## config.mk

```make
export PLATFORM = sky130hd
export DESIGN_NAME = cgram_font_reader_flat
export DESIGN_NICKNAME = d
export VERILOG_FILES = /design/src/rtl/cgram_font_reader_pkg.sv /design/src/rtl/cgram_font_reader_if.sv /design/src/rtl/cgram_font_reader_lcd_bus_phaser.sv /design/src/rtl/cgram_font_reader.sv /design/src/flat_wrapper.sv
export SDC_FILE = /design/constraint.sdc
export NUM_CORES = 1
export LEC_CHECK = 0
export CAP_MARGIN = 20
export CORE_ASPECT_RATIO = 0.75
export CORE_MARGIN = 5
export CORE_UTILIZATION = 43
export DETAILED_ROUTE_END_ITERATION = 7
export PLACE_DENSITY_LB_ADDON = 0.08
export SETUP_SLACK_MARGIN = 0.1
export SLEW_MARGIN = 20
export SYNTH_ARGS = -nofsm -noshare
export SYNTH_HDL_FRONTEND = slang
export SYNTH_SLANG_ARGS = --single-unit
```

## constraint.sdc

```tcl
create_clock -name CLK -period 2.1 [get_ports CLK]
set_clock_uncertainty 0.15 [all_clocks]
set_input_delay 0.42 -clock CLK [delete_from_list [all_inputs] [get_ports CLK]]
set_output_delay 0.42 -clock CLK [all_outputs]
set_load 0.1 [all_outputs]
```

## src/rtl/cgram_font_reader_pkg.sv

```systemverilog
// Shared text-LCD definitions: command bytes, FSM encoding, bus phases and glyph geometry.
package cgram_font_reader_pkg;
    localparam logic [7:0] CMD_SET_CGRAM = 8'h40;
    localparam logic [7:0] CMD_SET_DDRAM = 8'h80;

    localparam logic [1:0] ST_IDLE     = 2'd0;
    localparam logic [1:0] ST_SET_ADDR = 2'd1;
    localparam logic [1:0] ST_READ_ROW = 2'd2;
    localparam logic [1:0] ST_FINISH   = 2'd3;

    typedef enum logic [1:0] {
        IDLE     = ST_IDLE,
        SET_ADDR = ST_SET_ADDR,
        READ_ROW = ST_READ_ROW,
        FINISH   = ST_FINISH
    } state_t;

    localparam logic [1:0] PH_SETUP  = 2'd0;
    localparam logic [1:0] PH_E_RISE = 2'd1;
    localparam logic [1:0] PH_SAMPLE = 2'd2;
    localparam logic [1:0] PH_HOLD   = 2'd3;

    localparam int         ROWS        = 8;
    localparam int         GLYPH_BITS  = 5;
    localparam logic [7:0] GLYPH_MASK  = 8'((1 << GLYPH_BITS) - 1);
    localparam logic [5:0] NO_BAD_ADDR = 6'd63;

    // Set-CGRAM-address command pointing at row 0 of a glyph.
    function automatic logic [7:0] cgram_cmd(input logic [2:0] ch);
        return CMD_SET_CGRAM | {2'b00, ch, 3'b000};
    endfunction
endpackage

```

## src/rtl/cgram_font_reader_if.sv

```systemverilog
// Parallel text-LCD bus; master is the controller, slave is the LCD.
interface cgram_font_reader_if;
    logic       TLCD_E;
    logic       TLCD_RS;
    logic       TLCD_RW;
    logic [7:0] TLCD_DATA_OUT;
    logic       TLCD_DATA_OE;
    logic [7:0] TLCD_DATA_IN;

    modport master (
        output TLCD_E, TLCD_RS, TLCD_RW, TLCD_DATA_OUT, TLCD_DATA_OE,
        input  TLCD_DATA_IN
    );
    modport slave (
        input  TLCD_E, TLCD_RS, TLCD_RW, TLCD_DATA_OUT, TLCD_DATA_OE,
        output TLCD_DATA_IN
    );
endinterface

```

## src/rtl/cgram_font_reader_lcd_bus_phaser.sv

```systemverilog
// Four-clock LCD bus frame generator: registered E strobe plus sample/frame-end strobes.
module lcd_bus_phaser
    import cgram_font_reader_pkg::*;
(
    input  logic CLK,
    input  logic RESETN,
    input  logic run,
    output logic e,
    output logic sample,
    output logic frame_end
);
    logic [1:0] phase;
    logic       frame_start;

    assign frame_start = run && (phase == PH_SETUP);
    assign sample      = run && (phase == PH_SAMPLE);
    assign frame_end   = run && (phase == PH_HOLD);

    // E is registered so it is high exactly while the counter sits in phases 1 and 2.
    always_ff @(posedge CLK or posedge RESETN) begin
        if (RESETN) begin
            phase <= PH_SETUP;
            e     <= 1'b0;
        end else begin
            phase <= run ? phase + 2'd1 : PH_SETUP;
            e     <= frame_start || (run && (phase == PH_E_RISE));
        end
    end
endmodule

```

## src/rtl/cgram_font_reader.sv

```systemverilog
// Reads the custom glyphs back out of CGRAM and checks each row's 5 pixel bits against a reference font.
module cgram_font_reader #(
    parameter int NUM_CHARS = 5,
    parameter int ROWS      = 8
) (
    input  logic                        CLK,
    input  logic                        RESETN,
    input  logic                        START,
    cgram_font_reader_if.master         lcd,
    output logic [5:0]                  EXP_ADDR,
    input  logic [7:0]                  EXP_DATA,
    output logic                        RD_VALID,
    output logic [5:0]                  RD_ADDR,
    output logic [7:0]                  RD_DATA,
    output logic [5:0]                  MISMATCH_CNT,
    output logic [5:0]                  FIRST_BAD_ADDR,
    output logic                        BUSY,
    output logic                        DONE,
    output logic                        PASS
);
    import cgram_font_reader_pkg::*;

    localparam logic [2:0] LAST_CHAR = 3'(NUM_CHARS - 1);
    localparam logic [2:0] LAST_ROW  = 3'(ROWS - 1);

    state_t     state;
    logic [2:0] char_idx;
    logic [2:0] row;
    logic       rs_q, rw_q, oe_q;
    logic [7:0] dout_q;
    logic       run, e, sample, frame_end;
    logic       row_bad;

    assign run = (state == SET_ADDR) || (state == READ_ROW);

    lcd_bus_phaser u_phaser (
        .CLK       (CLK),
        .RESETN    (RESETN),
        .run       (run),
        .e         (e),
        .sample    (sample),
        .frame_end (frame_end)
    );

    assign lcd.TLCD_E        = e;
    assign lcd.TLCD_RS       = rs_q;
    assign lcd.TLCD_RW       = rw_q;
    assign lcd.TLCD_DATA_OUT = dout_q;
    assign lcd.TLCD_DATA_OE  = oe_q;

    // During phase 3 of a read frame EXP_ADDR equals RD_ADDR, so EXP_DATA lines up with RD_DATA.
    assign EXP_ADDR = (state == IDLE) ? 6'd0 : {char_idx, row};
    assign row_bad  = ((RD_DATA ^ EXP_DATA) & GLYPH_MASK) != 8'h00;

    always_ff @(posedge CLK or posedge RESETN) begin
        if (RESETN) begin
            state          <= IDLE;
            char_idx       <= '0;
            row            <= '0;
            rs_q           <= 1'b0;
            rw_q           <= 1'b0;
            oe_q           <= 1'b0;
            dout_q         <= 8'h00;
            RD_VALID       <= 1'b0;
            RD_ADDR        <= '0;
            RD_DATA        <= 8'h00;
            MISMATCH_CNT   <= '0;
            FIRST_BAD_ADDR <= NO_BAD_ADDR;
            BUSY           <= 1'b0;
            DONE           <= 1'b0;
            PASS           <= 1'b0;
        end else begin
            RD_VALID <= 1'b0;
            case (state)
                IDLE: if (START) begin
                    state          <= SET_ADDR;
                    char_idx       <= '0;
                    row            <= '0;
                    rs_q           <= 1'b0;
                    rw_q           <= 1'b0;
                    oe_q           <= 1'b1;
                    dout_q         <= cgram_cmd(3'd0);
                    MISMATCH_CNT   <= '0;
                    FIRST_BAD_ADDR <= NO_BAD_ADDR;
                    BUSY           <= 1'b1;
                    DONE           <= 1'b0;
                    PASS           <= 1'b0;
                end
                SET_ADDR: if (frame_end) begin
                    state <= READ_ROW;
                    rs_q  <= 1'b1;
                    rw_q  <= 1'b1;
                    oe_q  <= 1'b0;
                end
                READ_ROW: begin
                    if (sample) begin
                        RD_VALID <= 1'b1;
                        RD_ADDR  <= {char_idx, row};
                        RD_DATA  <= lcd.TLCD_DATA_IN;
                    end
                    if (frame_end) begin
                        if (row_bad) begin
                            if (MISMATCH_CNT != 6'd63)
                                MISMATCH_CNT <= MISMATCH_CNT + 6'd1;
                            if (FIRST_BAD_ADDR == NO_BAD_ADDR)
                                FIRST_BAD_ADDR <= RD_ADDR;
                        end
                        // LCD auto-increments within CGRAM; only glyph boundaries get a fresh address write.
                        if (row != LAST_ROW) begin
                            row <= row + 3'd1;
                        end else if (char_idx != LAST_CHAR) begin
                            row      <= '0;
                            char_idx <= char_idx + 3'd1;
                            state    <= SET_ADDR;
                            rs_q     <= 1'b0;
                            rw_q     <= 1'b0;
                            oe_q     <= 1'b1;
                            dout_q   <= cgram_cmd(char_idx + 3'd1);
                        end else begin
                            state  <= FINISH;
                            rs_q   <= 1'b0;
                            rw_q   <= 1'b0;
                            oe_q   <= 1'b0;
                            dout_q <= 8'h00;
                        end
                    end
                end
                FINISH: begin
                    state <= IDLE;
                    DONE  <= 1'b1;
                    PASS  <= (MISMATCH_CNT == 6'd0);
                    BUSY  <= 1'b0;
                end
                default: state <= IDLE;
            endcase
        end
    end
endmodule

```

## src/flat_wrapper.sv

```systemverilog
// flat-port wrapper written by rule: the top's interface ports become plain ports
module cgram_font_reader_flat import cgram_font_reader_pkg::*;
#(
    parameter int NUM_CHARS = 5,
    parameter int ROWS      = 8
)
  (CLK, RESETN, START, EXP_ADDR, EXP_DATA, RD_VALID, RD_ADDR, RD_DATA, MISMATCH_CNT, FIRST_BAD_ADDR, BUSY, DONE, PASS, lcd_TLCD_E, lcd_TLCD_RS, lcd_TLCD_RW, lcd_TLCD_DATA_OUT, lcd_TLCD_DATA_OE, lcd_TLCD_DATA_IN);
  cgram_font_reader_if lcd_i ();
  input  logic CLK;
  input  logic RESETN;
  input  logic START;
  output logic [5:0] EXP_ADDR;
  input  logic [7:0] EXP_DATA;
  output logic RD_VALID;
  output logic [5:0] RD_ADDR;
  output logic [7:0] RD_DATA;
  output logic [5:0] MISMATCH_CNT;
  output logic [5:0] FIRST_BAD_ADDR;
  output logic BUSY;
  output logic DONE;
  output logic PASS;
  output wire logic [$bits(lcd_i.TLCD_E)-1:0] lcd_TLCD_E;
  output wire logic [$bits(lcd_i.TLCD_RS)-1:0] lcd_TLCD_RS;
  output wire logic [$bits(lcd_i.TLCD_RW)-1:0] lcd_TLCD_RW;
  output wire logic [$bits(lcd_i.TLCD_DATA_OUT)-1:0] lcd_TLCD_DATA_OUT;
  output wire logic [$bits(lcd_i.TLCD_DATA_OE)-1:0] lcd_TLCD_DATA_OE;
  input wire logic [$bits(lcd_i.TLCD_DATA_IN)-1:0] lcd_TLCD_DATA_IN;
  assign lcd_TLCD_E = lcd_i.TLCD_E;
  assign lcd_TLCD_RS = lcd_i.TLCD_RS;
  assign lcd_TLCD_RW = lcd_i.TLCD_RW;
  assign lcd_TLCD_DATA_OUT = lcd_i.TLCD_DATA_OUT;
  assign lcd_TLCD_DATA_OE = lcd_i.TLCD_DATA_OE;
  assign lcd_i.TLCD_DATA_IN = lcd_TLCD_DATA_IN;
  cgram_font_reader #(.NUM_CHARS(NUM_CHARS), .ROWS(ROWS)) u_core (.CLK(CLK), .RESETN(RESETN), .START(START), .lcd(lcd_i), .EXP_ADDR(EXP_ADDR), .EXP_DATA(EXP_DATA), .RD_VALID(RD_VALID), .RD_ADDR(RD_ADDR), .RD_DATA(RD_DATA), .MISMATCH_CNT(MISMATCH_CNT), .FIRST_BAD_ADDR(FIRST_BAD_ADDR), .BUSY(BUSY), .DONE(DONE), .PASS(PASS));
endmodule
```

; ---- Yosys cells after proc, flatten, opt, wreduce, memory -nomap -nowiden
; Index checks and enable logic that the tools add are counted.
[word_totals]
register_bits = 51
output_inout_bits = 48
inputBits = 19
elab_cells = 110
[classes]
eq_ne = 19
muxes = 48
n_bitwise = 1
addsub = 4
n_reduce_logical = 22
[ops]
columns = op, n
row1 = two-way mux 6 bit, 9
row2 = two-way mux 8 bit, 3
row3 = case mux 6 bit (2 select lines), 2
row4 = two-way mux 3 bit, 7
row5 = AND reduction 5 bit, 4
row6 = case mux 8 bit (2 select lines), 1
row7 = two-way mux 2 bit, 6
row8 = case mux 3 bit (2 select lines), 2
row9 = AND reduction 4 bit, 3
row10 = two-way mux 1 bit, 11
row11 = "inequality test 2 bit, second input constant", 5
row12 = "inequality test 3 bit, second input constant", 3
row13 = "equality test 2 bit, second input constant", 4
row14 = case mux 2 bit (4 select lines), 1
row15 = nonzero test 8 bit, 1
row16 = two-way mux 7 bit, 1
row17 = "adder 3 x 1 -> 3 bit, second input constant", 2
row18 = "adder 6 x 1 -> 6 bit, second input constant", 1
row19 = "equality test 6 bit, second input constant", 1
row20 = logical NOT 6 bit, 1
row21 = "inequality test 2 x 1 -> 1 bit, second input constant", 3
row22 = "inequality test 6 bit, second input constant", 1
row23 = case mux 1 bit (2 select lines), 3
row24 = case mux 1 bit (3 select lines), 2
row25 = 9 further kinds, 17

; ---- Depth between registers and ports, before layout
[depth]
word_depth = 5
depth_mapped = 9
ltp_nobuf = 7

; ---- Hierarchy
; From an unflattened synthesis, not the netlist that was laid out.
[unflattened]
hier_cells = 237
hier_area_um2 = 2457.4
[modules_own_cells]
columns = mod, instances, area_each_um2, cells_each
row1 = cgram_font_reader, 1, 2285.9, 222
row2 = lcd_bus_phaser, 1, 171.4, 15

; ---- Worst setup path after synthesis
; No wires, ideal clock.
[synth_timing]
kind = reg2out
from = reg u_core.state[0]
to = out EXP_ADDR[5]
t_required_ns = 1.530
arrival_time_ns = 2.184
path_buffers = 1
path_stages_with_launch = 5
slack_ns = -0.654
path_cell_list = dfrtp_1 > inv_1 > ha_1 > clkbuf_1 > nor2b_1
[synth_via]
elab_chain_cells = 2
[synth_lines]
columns = item, line
row1 = from (decl), cgram_font_reader.sv:26  ; state_t state;
row2 = from (signal assigned), cgram_font_reader.sv:57  ; state <= IDLE;
row3 = from (signal assigned), cgram_font_reader.sv:76  ; state <= SET_ADDR;
row4 = from (signal assigned), cgram_font_reader.sv:90  ; state <= READ_ROW;
row5 = logical NOT 2 bit, cgram_font_reader.sv:52  ; assign EXP_ADDR = (state == IDLE) ? 6'd0 : {char_idx, row};
row6 = two-way mux 6 bit, cgram_font_reader.sv:52
row7 = to (decl), flat_wrapper.sv:12  ; output logic [5:0] EXP_ADDR;
; No other way between the ends.

; ---- Worst setup path after layout
[layout_timing]
from = reg u_core.state[0]
to = reg u_core.dout_q[3] (netlist: u_core.lcd.TLCD_DATA_OUT[3])
[layout_via]
elab_chain_cells = 5
elab_cells_between_ends = 11
classes_between = eq/ne (5) / mux (1) / reduce/logical (5)
[layout_lines]
columns = item, line
row1 = equality test 2 x 1 -> 1 bit or equality test 2 bit (tied branches), "cgram_font_reader.sv:34, cgram_font_reader.sv:74"
row2 = logical OR 1 bit, cgram_font_reader.sv:34  ; assign run = (state == SET_ADDR) || (state == READ_ROW);
row3 = logical AND 1 bit, cgram_font_reader_lcd_bus_phaser.sv:17  ; assign frame_end = run && (phase == PH_HOLD);
row4 = inequality test 2 x 1 -> 1 bit (no source line), --
row5 = AND reduction 4 bit (no source line), --
row6 = to (signal assigned), cgram_font_reader.sv:82  ; dout_q <= cgram_cmd(3'd0);
row7 = to (signal assigned), cgram_font_reader.sv:118  ; dout_q <= cgram_cmd(char_idx + 3'd1);
row8 = to (decl), cgram_font_reader.sv:30  ; logic [7:0] dout_q;
; Parallel ways exist; a longest one is shown, timed or not.
; A chain may end at the register's enable or synchronous reset.

==> run summary <==
For the worst setup path, the data arrival time is 2.11 ns. The die area came out at 0.007177 mm². The register area share after synthesis is 0.4943. The signal on the critical path passes through inv_2, ha_4, nand2_4, a211o_4, buf_6, a21oi_4, and4_1, o21bai_1. The max-cap check violation count is 0.

The via count of the first global-routing pass came out at 1857. The half-perimeter wire length after detailed placement is 4057 µm. Along the worst path, the maximum fanout reaches 5. The count of filler cells inserted in the layout is 408. Of all flip-flops after synthesis, the portion carrying an async set or reset was 1.000.

The synthesis warning total came out at 0. The net count of the finished layout is 351. The die span in x came out at 96.17 µm.

The start-to-end type of the worst setup path is reg -> reg. After detailed placement, the design holds a cell count of 378. The average cell area after synthesis came out at 10.46 µm². The initial standard-cell utilization of the core came out at 0.4450. The mapped netlist covers 0.002395 mm². The core box area is 0.005381 mm². The share of total power dissipated in sequential elements is 0.424. Yosys instantiated no cell more often than sky130_fd_sc_hd__dfrtp_1. The root buffer cell is sky130_fd_sc_hd__clkbuf_8. Of the post-synthesis cell area, the dominant cell type holds 0.4284. By count the netlist is led by sky130_fd_sc_hd__dfrtp_1, sky130_fd_sc_hd__nor2_1, sky130_fd_sc_hd__inv_1, sky130_fd_sc_hd__nand2_1, sky130_fd_sc_hd__ha_1. In this design, the stage delay of the slowest critical-path cell is 0.37 ns. The post-layout minimum cycle time is 2.029 ns. Counting both buffers and inverters, the worst setup path holds a total of 2. The layout overhead on the synthesized area came out at 60.71%. Ranked by total cell area, the synthesized netlist is headed by sky130_fd_sc_hd__dfrtp_1, sky130_fd_sc_hd__ha_1, sky130_fd_sc_hd__dfstp_2, sky130_fd_sc_hd__mux2_2, sky130_fd_sc_hd__nor2_1. The start of the worst register-to-register path is u_core.state[0]$_DFFE_PP0P_.

Tracing the worst setup path back leads to its startpoint at u_core.state[0]$_DFFE_PP0P_. The power per unit of standard cell area came out at 677.5 mW/mm². The congestion estimate from routability-driven global placement came to 0.7534. The cell-internal power came out at 1.542 mW. STA classifies the critical path endpoint as a flip-flop. The number of enable-type register cells in the synthesized netlist came out at 0. The worst register-to-register path ends at u_core.lcd.TLCD_DATA_OUT[3]$_DFFE_PP0P_. The count of nets left with antenna violations once routing finished came out at 0.

The cell area after layout came out at 0.003849 mm². The worst hold margin came out at 0.3107 ns. On the critical path, the stage with the largest delay is an instance of sky130_fd_sc_hd__dfrtp_1. The final core utilization came out at 0.7152. The final critical-path share of the clock period is 0.9663. The count of unique library cells instantiated by Yosys is 49. After clock tree synthesis, the clock-pin slew on the worst setup and hold paths is 0.08 ns.

The post-route worst setup slack came out at 0.07069 ns. The switching share of total power is 0.4087. The final number of setup-violating endpoints came out at 0. The combinational share of power came out at 0.373. After detailed placement, the total cell area comes to 0.003596 mm².

The buffer depth of the longest clock path is 2. The die height came out at 74.63 µm. sky130_fd_sc_hd__dfrtp_1 takes more of the synthesized area than any other cell. The number of diodes is 0. The violation count after the first detailed-route iteration came out at 69. The count of final max-slew check failures is 0.

The total congestion overflow after global routing is 0. Setup slack on the worst reg-to-reg path comes out at 0.07 ns. The end point of the critical path is u_core.lcd.TLCD_DATA_OUT[3]$_DFFE_PP0P_. The pin count of the biggest net entering global routing is 48. At the worst endpoint, the required time is 2.18 ns. The overall fraction of global-route tracks in use came out at 0.1638. The number of sinks handled by clock tree synthesis came out at 47.

The cell count after synthesis came out at 229. The wire length after detailed routing is 5508 µm. The via density per instance came out at 4.949. The total power came out at 2.608 mW. The total number of placement rows is 23. The number of hold violations in the final report was 0. Grouping stages by cell kind, the critical path spends the most delay in compound AO/OA/AOI/OAI gates. The clock network latency to the later pin of the worst-skew pair came out at 0.30 ns. TritonCTS built the clock tree. The worst slack at placement is -0.2213 ns. The final routed DRC violation total is 0. The count of buffers added on input and output ports is 59. The flow ran to the end, and the final reports show no timing, DRC or antenna violations. The number of H-tree branching levels is 2. The number of vias after detailed routing came out at 1950. Clock tree synthesis inserted a total of 5 buffers.

The fraction of final layout cells with drive strength greater than 1 is 0.4671. The number of antenna violations at the first check in global routing came out at 0. The prevailing post-synth register cell is sky130_fd_sc_hd__dfrtp_1. After routing, the total negative slack on setup checks comes to 0 ns. The number of register bits inferred by synthesis came out at 47. The post-layout instance count excluding filler cells is 394. Pin placement for this block handled 67 I/O pins. The first detailed-routing pass took 4 iterations. The cell depth of the worst setup path is 8. The min-delay analysis places its worst path in the category in -> async. The first global-routing pass estimated 9073 µm of wire. Summed over all nets, the switching power comes to 1.066 mW.

The number of hold-repair buffers added at the cts stage came out at 0. The achievable clock frequency is 0.4928 GHz. The share of power burned in the clock network is 0.203. The worst setup path is launched from a flip-flop.

The number of cells on the worst reg-to-reg path is 8. Setup repair after global routing could not meet its margin everywhere. The highest ir drop seen on vdd is 0.3708 mV. The post-detailed-route wirelength per cell is 13.98 µm. In this run the static leakage power is 1.732 nW.
power by group through the flow:
stage,registers [mW],clock network [mW],logic (mW)
floorplan,1.52,0,0.216
global placement,1.12,0,0.967
detailed placement,1.12,0,0.975
CTS,1.11,0.557,0.977
global route,1.12,0.584,1.01
finish,1.11,0.529,0.972
layout make-up:
| type | count | area (µm²) | share of cell area |
|---|---|---|---|
| multi-input combinational | 154 | 1205 | 0.3131 |
| timing repair buffer | 91 | 1194 | 0.3101 |
| tap | 75 | 93.84 | 0.02438 |
| sequential | 47 | 1201 | 0.3121 |
| inverter | 19 | 71.32 | 0.01853 |
| clock buffer | 5 | 68.82 | 0.01788 |
| clock inverter | 3 | 15.01 | 0.003901 |
worst register-to-register path, cell delays in order (launching register included):
cell and delay, ns:
sky130_fd_sc_hd__dfrtp_1 0.37, sky130_fd_sc_hd__inv_2 0.08, sky130_fd_sc_hd__ha_4 0.28, sky130_fd_sc_hd__nand2_4 0.05, sky130_fd_sc_hd__a211o_4 0.34, sky130_fd_sc_hd__buf_6 0.14, sky130_fd_sc_hd__a21oi_4 0.19, sky130_fd_sc_hd__and4_1 0.25
sky130_fd_sc_hd__o21bai_1 0.11
flip-flops by register name, indices dropped and copies added, names as in the netlist, 3 cells and up:
register,cells
u_core.RD_ADDR,6
u_core.RD_DATA,8
u_core.FIRST_BAD_ADDR,6
u_core.char_idx,3
u_core.row,3
u_core.MISMATCH_CNT,6
u_core.lcd.TLCD_DATA_OUT,4
placed cells by master (no fill, tap or decap), types with 5 or more instances in the layout:
cell,Yosys,final
sky130_fd_sc_hd__ha_1,14,9
sky130_fd_sc_hd__dfstp_2,6,6
sky130_fd_sc_hd__dfrtp_1,41,31
sky130_fd_sc_hd__nor2_4,0,5
sky130_fd_sc_hd__dfrtp_2,0,8
sky130_fd_sc_hd__o21ai_0,13,13
sky130_fd_sc_hd__nand3_1,9,9
sky130_fd_sc_hd__inv_1,19,15
sky130_fd_sc_hd__mux2_2,12,12
sky130_fd_sc_hd__nor2_1,21,15
sky130_fd_sc_hd__buf_6,1,6
sky130_fd_sc_hd__a21oi_1,13,10
sky130_fd_sc_hd__clkdlybuf4s50_1,0,15
sky130_fd_sc_hd__buf_12,0,36
sky130_fd_sc_hd__clkbuf_8,0,5
sky130_fd_sc_hd__buf_4,6,34
sky130_fd_sc_hd__nand2_1,17,17
layer usage:
layer,global-route usage,up-vias,share of wire
li1,-,964,-
met1,0.2335,940,0.45
met2,0.2517,40,0.49
met3,0.03896,6,0.047
met4,0.04574,0,0.010
met5,0,-,0
worst min-delay path by stage:
stage,cells after the start,endpoint,from
floorplan,1,u_core.u_phaser.phase[0]$_DFF_PP0_,u_core.u_phaser.phase[0]$_DFF_PP0_
global placement,1,u_core.BUSY$_DFFE_PP0P_,u_core.BUSY$_DFFE_PP0P_
detailed placement,1,u_core.BUSY$_DFFE_PP0P_,u_core.BUSY$_DFFE_PP0P_
CTS,3,u_core.RD_DATA[7]$_DFFE_PP0P_,RESETN
global route,3,u_core.RD_DATA[2]$_DFFE_PP0P_,RESETN
finish,3,u_core.RD_DATA[7]$_DFFE_PP0P_,RESETN
cell families (layout without fill, tap and decap cells):
| kind of cell | count (synthesis) | count (layout) | synth area share |
|---|---|---|---|
| other | 1 | 4 | 0.001566 |
| AO/OA/AOI/OAI | 50 | 50 | 0.1526 |
| multiplexers | 12 | 12 | 0.05643 |
| AND/OR/NAND/NOR | 69 | 69 | 0.1416 |
| XOR/XNOR | 5 | 5 | 0.01829 |
| buffers and inverters | 31 | 118 | 0.06217 |
| adder cells (fa/ha/maj) | 14 | 14 | 0.07315 |
| flip-flops | 47 | 47 | 0.4943 |
timing repair:
action / 4_1_cts / 5_1_grt
gates resized for setup: 6 / 20
gates cloned: 0 / 0
buffers inserted: 4 / 4
pin swaps: 2 / 7
endpoints found under the setup margin: 20 / 22
Power figures use the tool's default switching activity.
